$ cat config.mk
export PLATFORM = sky130hd
export DESIGN_NAME = mem_access_unit_flat
export DESIGN_NICKNAME = d
export VERILOG_FILES = /design/src/rtl/mem_access_unit_if.sv /design/src/rtl/mem_access_unit.sv /design/src/flat_wrapper.sv
export SDC_FILE = /design/constraint.sdc
export NUM_CORES = 1
export LEC_CHECK = 0
export CAP_MARGIN = 20
export CORE_MARGIN = 2
export CORE_UTILIZATION = 30
export CTS_BUF_LIST = sky130_fd_sc_hd__clkbuf_16
export CTS_CLUSTER_DIAMETER = 100
export DETAILED_ROUTE_END_ITERATION = 10
export GPL_TIMING_DRIVEN = 0
export PLACE_DENSITY = 0.55
export SYNTH_ARGS = -nofsm -noshare
export SYNTH_HDL_FRONTEND = slang
export SYNTH_SLANG_ARGS = --single-unit
$ cat constraint.sdc
create_clock -name i_clk -period 5.6 [get_ports i_clk]
set_input_delay 1.4 -clock i_clk [delete_from_list [all_inputs] [get_ports i_clk]]
set_output_delay 1.4 -clock i_clk [all_outputs]
set_load 0.005 [all_outputs]
$ cat src/rtl/mem_access_unit_if.sv
// Core-side request/response and data-RAM port of mem_access_unit.
// master = core + RAM side (bench), slave = the access unit.
interface mem_access_unit_if #(
  parameter int DEPTH = 1024,
  parameter int AW    = $clog2(DEPTH)
);
  logic          req;
  logic          we;
  logic [2:0]    funct3;
  logic [31:0]   byte_addr;
  logic [31:0]   wdata;
  logic [31:0]   rdata;
  logic          done;
  logic          err;
  logic          busy;
  logic          mem_read;
  logic          mem_write;
  logic [AW-1:0] mem_addr;
  logic [31:0]   mem_wdata;
  logic [31:0]   mem_rdata;

  modport master (
    output req, we, funct3, byte_addr, wdata, mem_rdata,
    input  rdata, done, err, busy, mem_read, mem_write, mem_addr, mem_wdata
  );

  modport slave (
    input  req, we, funct3, byte_addr, wdata, mem_rdata,
    output rdata, done, err, busy, mem_read, mem_write, mem_addr, mem_wdata
  );
endinterface

$ cat src/rtl/mem_access_unit.sv
// Load/store initiator to word RAM: loads 2 cycles, sw 2, sb/sh 3 (read-modify-write), errors 1; req only taken when idle.
// MEM_ACCESS_MISALIGN_ERR_EN: when defined, misaligned h/w accesses complete with err and no RAM access.
module mem_access_unit #(
  parameter int DEPTH = 1024
) (
  input  logic               i_clk,
  input  logic               i_rst,
  mem_access_unit_if.slave   bus
);
  localparam int AW = $clog2(DEPTH);

  typedef enum logic [2:0] {
    S_IDLE,
    S_LOAD,
    S_STORE_RD,
    S_STORE_WR,
    S_DONE
  } state_t;

  state_t        r_state;
  state_t        w_next;
  logic [2:0]    r_funct3;
  logic [AW+1:0] r_addr;
  logic [31:0]   r_wdata;
  logic [31:0]   r_word;
  logic [31:0]   r_rdata;
  logic          r_err;

  logic          w_illegal;
  logic          w_misalign;
  logic          w_err;
  logic [7:0]    w_byte;
  logic [15:0]   w_half;
  logic [31:0]   w_load_val;
  logic [31:0]   w_merged;
  logic          w_mem_read;
  logic          w_mem_write;
  logic          w_done;
  logic          w_busy;
  logic          w_unused;

  assign w_unused = &{1'b0, bus.byte_addr[31:AW+2]};

  always_comb begin
    w_illegal  = 1'b0;
    w_misalign = 1'b0;
    if (bus.we) begin
      w_illegal = !(bus.funct3 inside {3'b000, 3'b001, 3'b010});
    end else begin
      w_illegal = bus.funct3 inside {3'b011, 3'b110, 3'b111};
    end
`ifdef MEM_ACCESS_MISALIGN_ERR_EN
    w_misalign = ((bus.funct3[1:0] == 2'b01) && bus.byte_addr[0]) ||
                 ((bus.funct3[1:0] == 2'b10) && (bus.byte_addr[1:0] != 2'b00));
`else
    w_misalign = 1'b0;
`endif
    w_err = w_illegal || w_misalign;
  end

  always_comb begin
    w_next      = r_state;
    w_mem_read  = 1'b0;
    w_mem_write = 1'b0;
    w_done      = 1'b0;
    w_busy      = 1'b1;
    case (r_state)
      S_IDLE: begin
        w_busy = 1'b0;
        if (bus.req) begin
          if (w_err) begin
            w_next = S_DONE;
          end else if (!bus.we) begin
            w_next = S_LOAD;
          end else if (bus.funct3[1:0] == 2'b10) begin
            w_next = S_STORE_WR;
          end else begin
            w_next = S_STORE_RD;
          end
        end
      end
      S_LOAD: begin
        w_mem_read = 1'b1;
        w_next     = S_DONE;
      end
      S_STORE_RD: begin
        w_mem_read = 1'b1;
        w_next     = S_STORE_WR;
      end
      S_STORE_WR: begin
        w_mem_write = 1'b1;
        w_next      = S_DONE;
      end
      S_DONE: begin
        w_done = 1'b1;
        w_next = S_IDLE;
      end
      default: begin
        w_next = S_IDLE;
      end
    endcase
  end

  // Little-endian lane pick and RISC-V extension of the addressed load data.
  always_comb begin
    w_byte = bus.mem_rdata[{r_addr[1:0], 3'b000} +: 8];
    w_half = bus.mem_rdata[{r_addr[1], 4'b0000} +: 16];
    case (r_funct3)
      3'b000:  w_load_val = {{24{w_byte[7]}}, w_byte};
      3'b001:  w_load_val = {{16{w_half[15]}}, w_half};
      3'b100:  w_load_val = {24'd0, w_byte};
      3'b101:  w_load_val = {16'd0, w_half};
      default: w_load_val = bus.mem_rdata;
    endcase
  end

  always_comb begin
    w_merged = r_word;
    case (r_funct3[1:0])
      2'b00:   w_merged[{r_addr[1:0], 3'b000} +: 8] = r_wdata[7:0];
      2'b01:   w_merged[{r_addr[1], 4'b0000} +: 16] = r_wdata[15:0];
      default: w_merged = r_wdata;
    endcase
  end

  always_ff @(posedge i_clk or posedge i_rst) begin
    if (i_rst) begin
      r_state  <= S_IDLE;
      r_funct3 <= 3'd0;
      r_addr   <= '0;
      r_wdata  <= 32'd0;
      r_word   <= 32'd0;
      r_rdata  <= 32'd0;
      r_err    <= 1'b0;
    end else begin
      r_state <= w_next;
      if ((r_state == S_IDLE) && bus.req) begin
        r_funct3 <= bus.funct3;
        r_addr   <= bus.byte_addr[AW+1:0];
        r_wdata  <= bus.wdata;
        r_err    <= w_err;
      end
      if (r_state == S_LOAD) begin
        r_rdata <= w_load_val;
      end
      if (r_state == S_STORE_RD) begin
        r_word <= bus.mem_rdata;
      end
    end
  end

  assign bus.mem_read  = w_mem_read;
  assign bus.mem_write = w_mem_write;
  assign bus.mem_addr  = r_addr[AW+1:2];
  assign bus.mem_wdata = w_merged;
  assign bus.done      = w_done;
  assign bus.err       = w_done && r_err;
  assign bus.busy      = w_busy;
  assign bus.rdata     = r_rdata;
endmodule
$ cat src/flat_wrapper.sv
// flat-port wrapper written by rule: the top's interface ports become plain ports
module mem_access_unit_flat 
#(
  parameter int DEPTH = 1024
)
  (i_clk, i_rst, bus_req, bus_we, bus_funct3, bus_byte_addr, bus_wdata, bus_mem_rdata, bus_rdata, bus_done, bus_err, bus_busy, bus_mem_read, bus_mem_write, bus_mem_addr, bus_mem_wdata);
  mem_access_unit_if #(.DEPTH(DEPTH)) bus_i ();
  input  logic i_clk;
  input  logic i_rst;
  input wire logic [$bits(bus_i.req)-1:0] bus_req;
  input wire logic [$bits(bus_i.we)-1:0] bus_we;
  input wire logic [$bits(bus_i.funct3)-1:0] bus_funct3;
  input wire logic [$bits(bus_i.byte_addr)-1:0] bus_byte_addr;
  input wire logic [$bits(bus_i.wdata)-1:0] bus_wdata;
  input wire logic [$bits(bus_i.mem_rdata)-1:0] bus_mem_rdata;
  output wire logic [$bits(bus_i.rdata)-1:0] bus_rdata;
  output wire logic [$bits(bus_i.done)-1:0] bus_done;
  output wire logic [$bits(bus_i.err)-1:0] bus_err;
  output wire logic [$bits(bus_i.busy)-1:0] bus_busy;
  output wire logic [$bits(bus_i.mem_read)-1:0] bus_mem_read;
  output wire logic [$bits(bus_i.mem_write)-1:0] bus_mem_write;
  output wire logic [$bits(bus_i.mem_addr)-1:0] bus_mem_addr;
  output wire logic [$bits(bus_i.mem_wdata)-1:0] bus_mem_wdata;
  assign bus_i.req = bus_req;
  assign bus_i.we = bus_we;
  assign bus_i.funct3 = bus_funct3;
  assign bus_i.byte_addr = bus_byte_addr;
  assign bus_i.wdata = bus_wdata;
  assign bus_i.mem_rdata = bus_mem_rdata;
  assign bus_rdata = bus_i.rdata;
  assign bus_done = bus_i.done;
  assign bus_err = bus_i.err;
  assign bus_busy = bus_i.busy;
  assign bus_mem_read = bus_i.mem_read;
  assign bus_mem_write = bus_i.mem_write;
  assign bus_mem_addr = bus_i.mem_addr;
  assign bus_mem_wdata = bus_i.mem_wdata;
  mem_access_unit #(.DEPTH(DEPTH)) u_core (.i_clk(i_clk), .i_rst(i_rst), .bus(bus_i));
endmodule
# After elaboration in Yosys (flattened, before gate mapping)
# Cells that the tools add are included.
[classes] multipliers=0 n_shift=6 mux=14 order_cmp=0 reduce_logical=11 eq_ne=15 n_div=0 bitwise=0 addsub=2
[ops] cell="32-bit case mux with 4 select lines" count=1
[ops] cell="32-bit bitwise mux" count=2
[ops] cell="32-bit case mux with 2 select lines" count=1
[ops] cell="16-bit by 7-bit variable shift with 32-bit output (first input constant)" count=1
[ops] cell="8-bit by 7-bit variable shift with 32-bit output (first input constant)" count=1
[ops] cell="16-bit by 7-bit indexed part select with 32-bit output" count=1
[ops] cell="32-bit by 6-bit indexed part select with 16-bit output" count=1
[ops] cell="32-bit by 6-bit indexed part select with 8-bit output" count=1
[ops] cell="8-bit by 7-bit indexed part select with 32-bit output" count=1
[ops] cell="3-bit == test (second input constant)" count=5
[ops] cell="5-bit negation with 7-bit output" count=2
[ops] cell="3-bit by 2-bit == test with 1-bit output (second input constant)" count=4
[ops] cell="3-bit by 1-bit == test with 1-bit output (second input constant)" count=3
[ops] cell="3-bit logical NOT" count=3
[ops] cell="3-bit two-way mux" count=3
[ops] cell="3-bit case mux with 3 select lines" count=1
[ops] cell="1-bit two-way mux" count=6
[ops] cell="3-bit nonzero test" count=2
[ops] cell="2-bit OR reduction" count=2
[ops] cell="2-bit by 1-bit == test with 1-bit output (second input constant)" count=1
[ops] cell="2-bit == test (second input constant)" count=1
[ops] cell="1-bit logical AND" count=2
[ops] cell="2-bit logical NOT" count=1
[ops] cell="2-bit inequality test (second input constant)" count=1
[ops] cell="1-bit logical NOT" count=1
[word_totals] out_inout_bits=79 romBits=0 ff_bits=115 latch_bits=0 mem_count=0 mem_bits_rw=0 inputBits=103

# Logic depth before layout (Yosys ltp)
[depth] depth_word=7 depth_mapped=9 depth_no_buf=6

# Least setup slack after synthesis
# OpenSTA, ideal clock, no wires.
[synth_path] kind="flip-flop to output port" startpoint="register u_core.r_addr[1]" endpoint="output bus_mem_wdata[0]" setup_slack_ps=1933 stages_incl_launch_ff=8 arrival_ps=2267 cell_sequence="dfrtp_1 > inv_1 > buf_2 > buf_1 > ha_1 > nor3b_1 > a31oi_1 > o21ai_0"
[synth_between] elab_chain_len=4 elab_cells_between_ends=9
[synth_lines] item="start: declaration" line_no="mem_access_unit.sv:23" text="logic [AW+1:0] r_addr;"
[synth_lines] item="start signal: assignment" line_no="mem_access_unit.sv:139" text="r_addr <= bus.byte_addr[AW+1:0];"
[synth_lines] item="5-bit negation with 7-bit output (on tied branches)" line_no="mem_access_unit.sv:121, mem_access_unit.sv:120"
[synth_lines] item="16-bit by 7-bit indexed part select with 32-bit output, or another cell as far along" line_no="mem_access_unit.sv:121" text="2'b01: w_merged[{r_addr[1], 4'b0000} +: 16] = r_wdata[15:0];"
[synth_lines] item="32-bit bitwise mux (on tied branches)" line_no="mem_access_unit.sv:121, mem_access_unit.sv:120"
[synth_lines] item="32-bit case mux with 2 select lines *" line_no="mem_access_unit.sv:119" text="case (r_funct3[1:0])"
[synth_lines] item="end: declaration" line_no="flat_wrapper.sv:23" text="output wire logic [$bits(bus_i.mem_wdata)-1:0] bus_mem_wdata;"
# Every way passes the cells marked *; elsewhere a longest branch is shown, timed or not.

# Final worst setup path
[layout_path] startpoint="register u_core.r_addr[1]" endpoint="output bus_mem_wdata[28]"
# The elaborated chain is that of the path after synthesis.

==> flow_summary.json <==
{
  "status": "complete, no violations",
  "dieArea_um2": 22300,
  "layout_common_cells": "clkdlybuf4s50_1, dfrtp_1, nand2_1",
  "hpwl_um": 16800,
  "critical-path-max-stage-delay_ps": 570,
  "ys_ff_latch": 115,
  "cap_violations": 0,
  "netlist_area_um2": 6340,
  "final_common_cell": "clkdlybuf4s50_1",
  "hold_end": "u_core.bus.rdata[16]",
  "numPortBuffers": 161,
  "synth-compound-area-share_pct": 15.1,
  "yosysUniqueCellTypes": 49,
  "die_h_um": 149,
  "drive_gt1_share_pct": 18.7,
  "overflow": 0,
  "area_growth_pct": 40.4,
  "min_path_type": "flop to flop",
  "grt_max_degree": 74,
  "detail-route-antenna-nets": 0,
  "fmax_ghz": 0.188,
  "avgSynthCellArea_um2": 10.9,
  "arrival_ps": 3920,
  "layout.nets": 869,
  "initial_core_util_pct": 30.4,
  "yosys.area_share.simple_pct": 13.4,
  "cts.clk_slew.worst_paths_ps": 60,
  "routed_wl_um": 22000,
  "cp-end-kind": "output pin",
  "synth_warnings": 0,
  "async_flop_share_pct": 100,
  "crit_slowest_cell": "clkdlybuf4s50_1",
  "worstPathCellList": "inv_1, buf_2, buf_1, ha_1, and4b_1, buf_1, a21oi_1, o221ai_1, clkdlybuf4s50_1",
  "gp_routability_congestion": 0.880,
  "grt_pass1_wl_um": 33100,
  "synthesis.instances": 580,
  "fin_crit_ps": 5320,
  "crit_type": "flop to output pin",
  "synth_mux_area_share_pct": 18.9,
  "htree_levels": 4,
  "power_mw": 5.79,
  "rr_worst_depth": 5,
  "cp_common_cell": "buf_1",
  "crit_required_ps": 4200,
  "cts_buffer_depth": 2,
  "first_global_vias": 5584,
  "fin_crit_sh_pct": 95.0,
  "slew-limit-headroom_pct": 42.9,
  "hold_buffers": 0,
  "rsz0062_at_grt": "no",
  "numCtsBuffers": 17,
  "cp_max_fo": 12,
  "core-area_um2": 20900,
  "grt_antenna_before_repair": 0,
  "clk_latency_ps": 420,
  "diodes": 0,
  "num-fill-cells": 1989,
  "die_w_um": 149,
  "timing.rr.start": "u_core.r_state[2]",
  "p_leak_nw": 3.72,
  "hp-start": "u_core.bus.rdata[16]",
  "r2r_slack_ps": 3580,
  "hold_viol_final": 0,
  "root_buffer": "clkbuf_16",
  "rows": 53,
  "ir_drop_v": 0.000347,
  "final_max_slew_viol_count": 0,
  "synth_nets": 688,
  "path_buf_inv": 5,
  "skew_ps": 12.5,
  "synth_top_family_by_area": "multiplexers",
  "synthAdderAreaFrac_pct": 0.987,
  "setup_violations": 0,
  "vias": 5475,
  "min_path_cells": 2,
  "vias_per_cell": 5.22,
  "routedWlPerCell_um": 21.0,
  "final_util_pct": 42.6,
  "synthFlopType": "dfrtp_1",
  "tightest_slew_ps": 854,
  "cts_tree": "built",
  "reg2reg_to": "u_core.bus.rdata[10]",
  "synth_xor_xnor_area_share_pct": 0,
  "drcViolationCount": 0,
  "critPathTopFamily": "buffers and inverters",
  "dr.pass1.iters": 7,
  "io_pins": 182,
  "power_density_nw_per_um2": 650,
  "cts.sinks": 115,
  "dr.first_iter.drc_count": 379,
  "synth_edf_count": 0,
  "start_kind": "flop",
  "seq_area_frac_synth_pct": 45.4,
  "grt.total_usage_pct": 20.1
}
## how the worst max path moves through the flow
| stage | from | endpoint | slack, ps | cells after the start |
|---|---|---|---|---|
| floorplan | i_rst | u_core.bus.rdata[0] | 1160 | 1 |
| global placement | i_rst | u_core.r_wdata[21] | -630 | 2 |
| detailed placement | u_core.r_addr[1] | bus_mem_wdata[7] | 610 | 8 |
| CTS | u_core.r_addr[1] | bus_mem_wdata[7] | 140 | 8 |
| global route | u_core.r_addr[1] | bus_mem_wdata[13] | 40 | 10 |
| finish | u_core.r_addr[1] | bus_mem_wdata[28] | 280 | 9 |
## metal layers
| metal | vias up | part of all wire, % | GRT usage (%) |
|---|---|---|---|
| li1 | 2480 | - | - |
| met4 | 0 | 2.0 | 7.05 |
| met2 | 212 | 48 | 32.2 |
| met3 | 30 | 5.5 | 4.31 |
| met5 | - | 0 | 0 |
| met1 | 2753 | 45 | 27.0 |
## Yosys cell counts (all sizes together) (2+ instances only)
library cell | number | area share, %
a311o | 7 | 1.1
nand3 | 33 | 2.6
inv | 7 | 0.41
dfrtp | 115 | 45
nand2 | 71 | 4.2
or2 | 2 | 0.20
a31oi | 10 | 0.99
o21ai | 46 | 3.6
a21oi | 16 | 1.3
a2bb2oi | 7 | 0.97
nor3b | 5 | 0.59
o221ai | 9 | 1.2
nor4bb | 2 | 0.32
buf | 36 | 4.7
clkbuf | 18 | 1.1
mux2 | 76 | 16
or3 | 8 | 0.87
mux2i | 17 | 2.7
a222oi | 8 | 1.3
nor2 | 15 | 1.4
a22oi | 24 | 2.8
a22o | 10 | 1.4
nor2b | 19 | 1.9
nor3 | 2 | 0.24
ha | 5 | 0.99
nand4b | 2 | 0.51
## kinds of logic after synthesis
family	count (synthesis)
AND/OR/NAND/NOR	164
AO/OA/AOI/OAI	141
flip-flops	115
multiplexers	94
buffers and inverters	61
adder cells (fa/ha/maj)	5
## layout make-up
type | count | area, um2 | area share [%]
multi-input cells | 404 | 3080 | 34.6
flip-flops and latches | 115 | 2880 | 32.3
repair buffers | 162 | 1640 | 18.4
clock buffers | 17 | 425 | 4.78
plain buffers | 54 | 363 | 4.08
well taps | 275 | 344 | 3.87
clock inverters | 15 | 141 | 1.59
inverters | 7 | 31.3 | 0.351
## flip-flops by register name, indices dropped and copies added, names as in the netlist
| signal | count |
|---|---|
| u_core.r_addr | 12 |
| u_core.r_wdata | 32 |
| u_core.r_word | 32 |
| u_core.r_err | 1 |
| u_core.bus.rdata | 32 |
| u_core.r_funct3 | 3 |
| u_core.r_state | 3 |
## through the flow
| stage | cells | hold WS, ps | setup WS, ps | cell area [um2] | TNS, ps |
|---|---|---|---|---|---|
| 2_1_floorplan | 580 | 459 | 1160 | 6340 | 0 |
| 3_3_place_gp | 1016 | 471 | -625 | 8300 | -70750 |
| 3_5_place_dp | 1017 | 479 | 607 | 8330 | 0 |
| 4_1_cts | 1049 | 491 | 144 | 8890 | 0 |
| 5_1_grt | 1049 | 515 | 44.8 | 8900 | 0 |
| 6_report | 1049 | 488 | 278 | 8900 | 0 |
## power by group
part           internal [mW]  total, mW  switching, mW
logic                   1.72       3.08           1.35
clock network          0.648       1.04          0.396
registers               1.25       1.67          0.417
## repair_timing
item / CTS / global route
resized for setup: 0 / 1
endpoints found under the setup margin: 0 / 8
setup buffers: 0 / 0
## worst min-delay path: stages (launching register included)
cell and delay [ps]:
dfrtp_1 340, nand2_1 50, nand3_1 70
(Power assumes the default switching activity.)
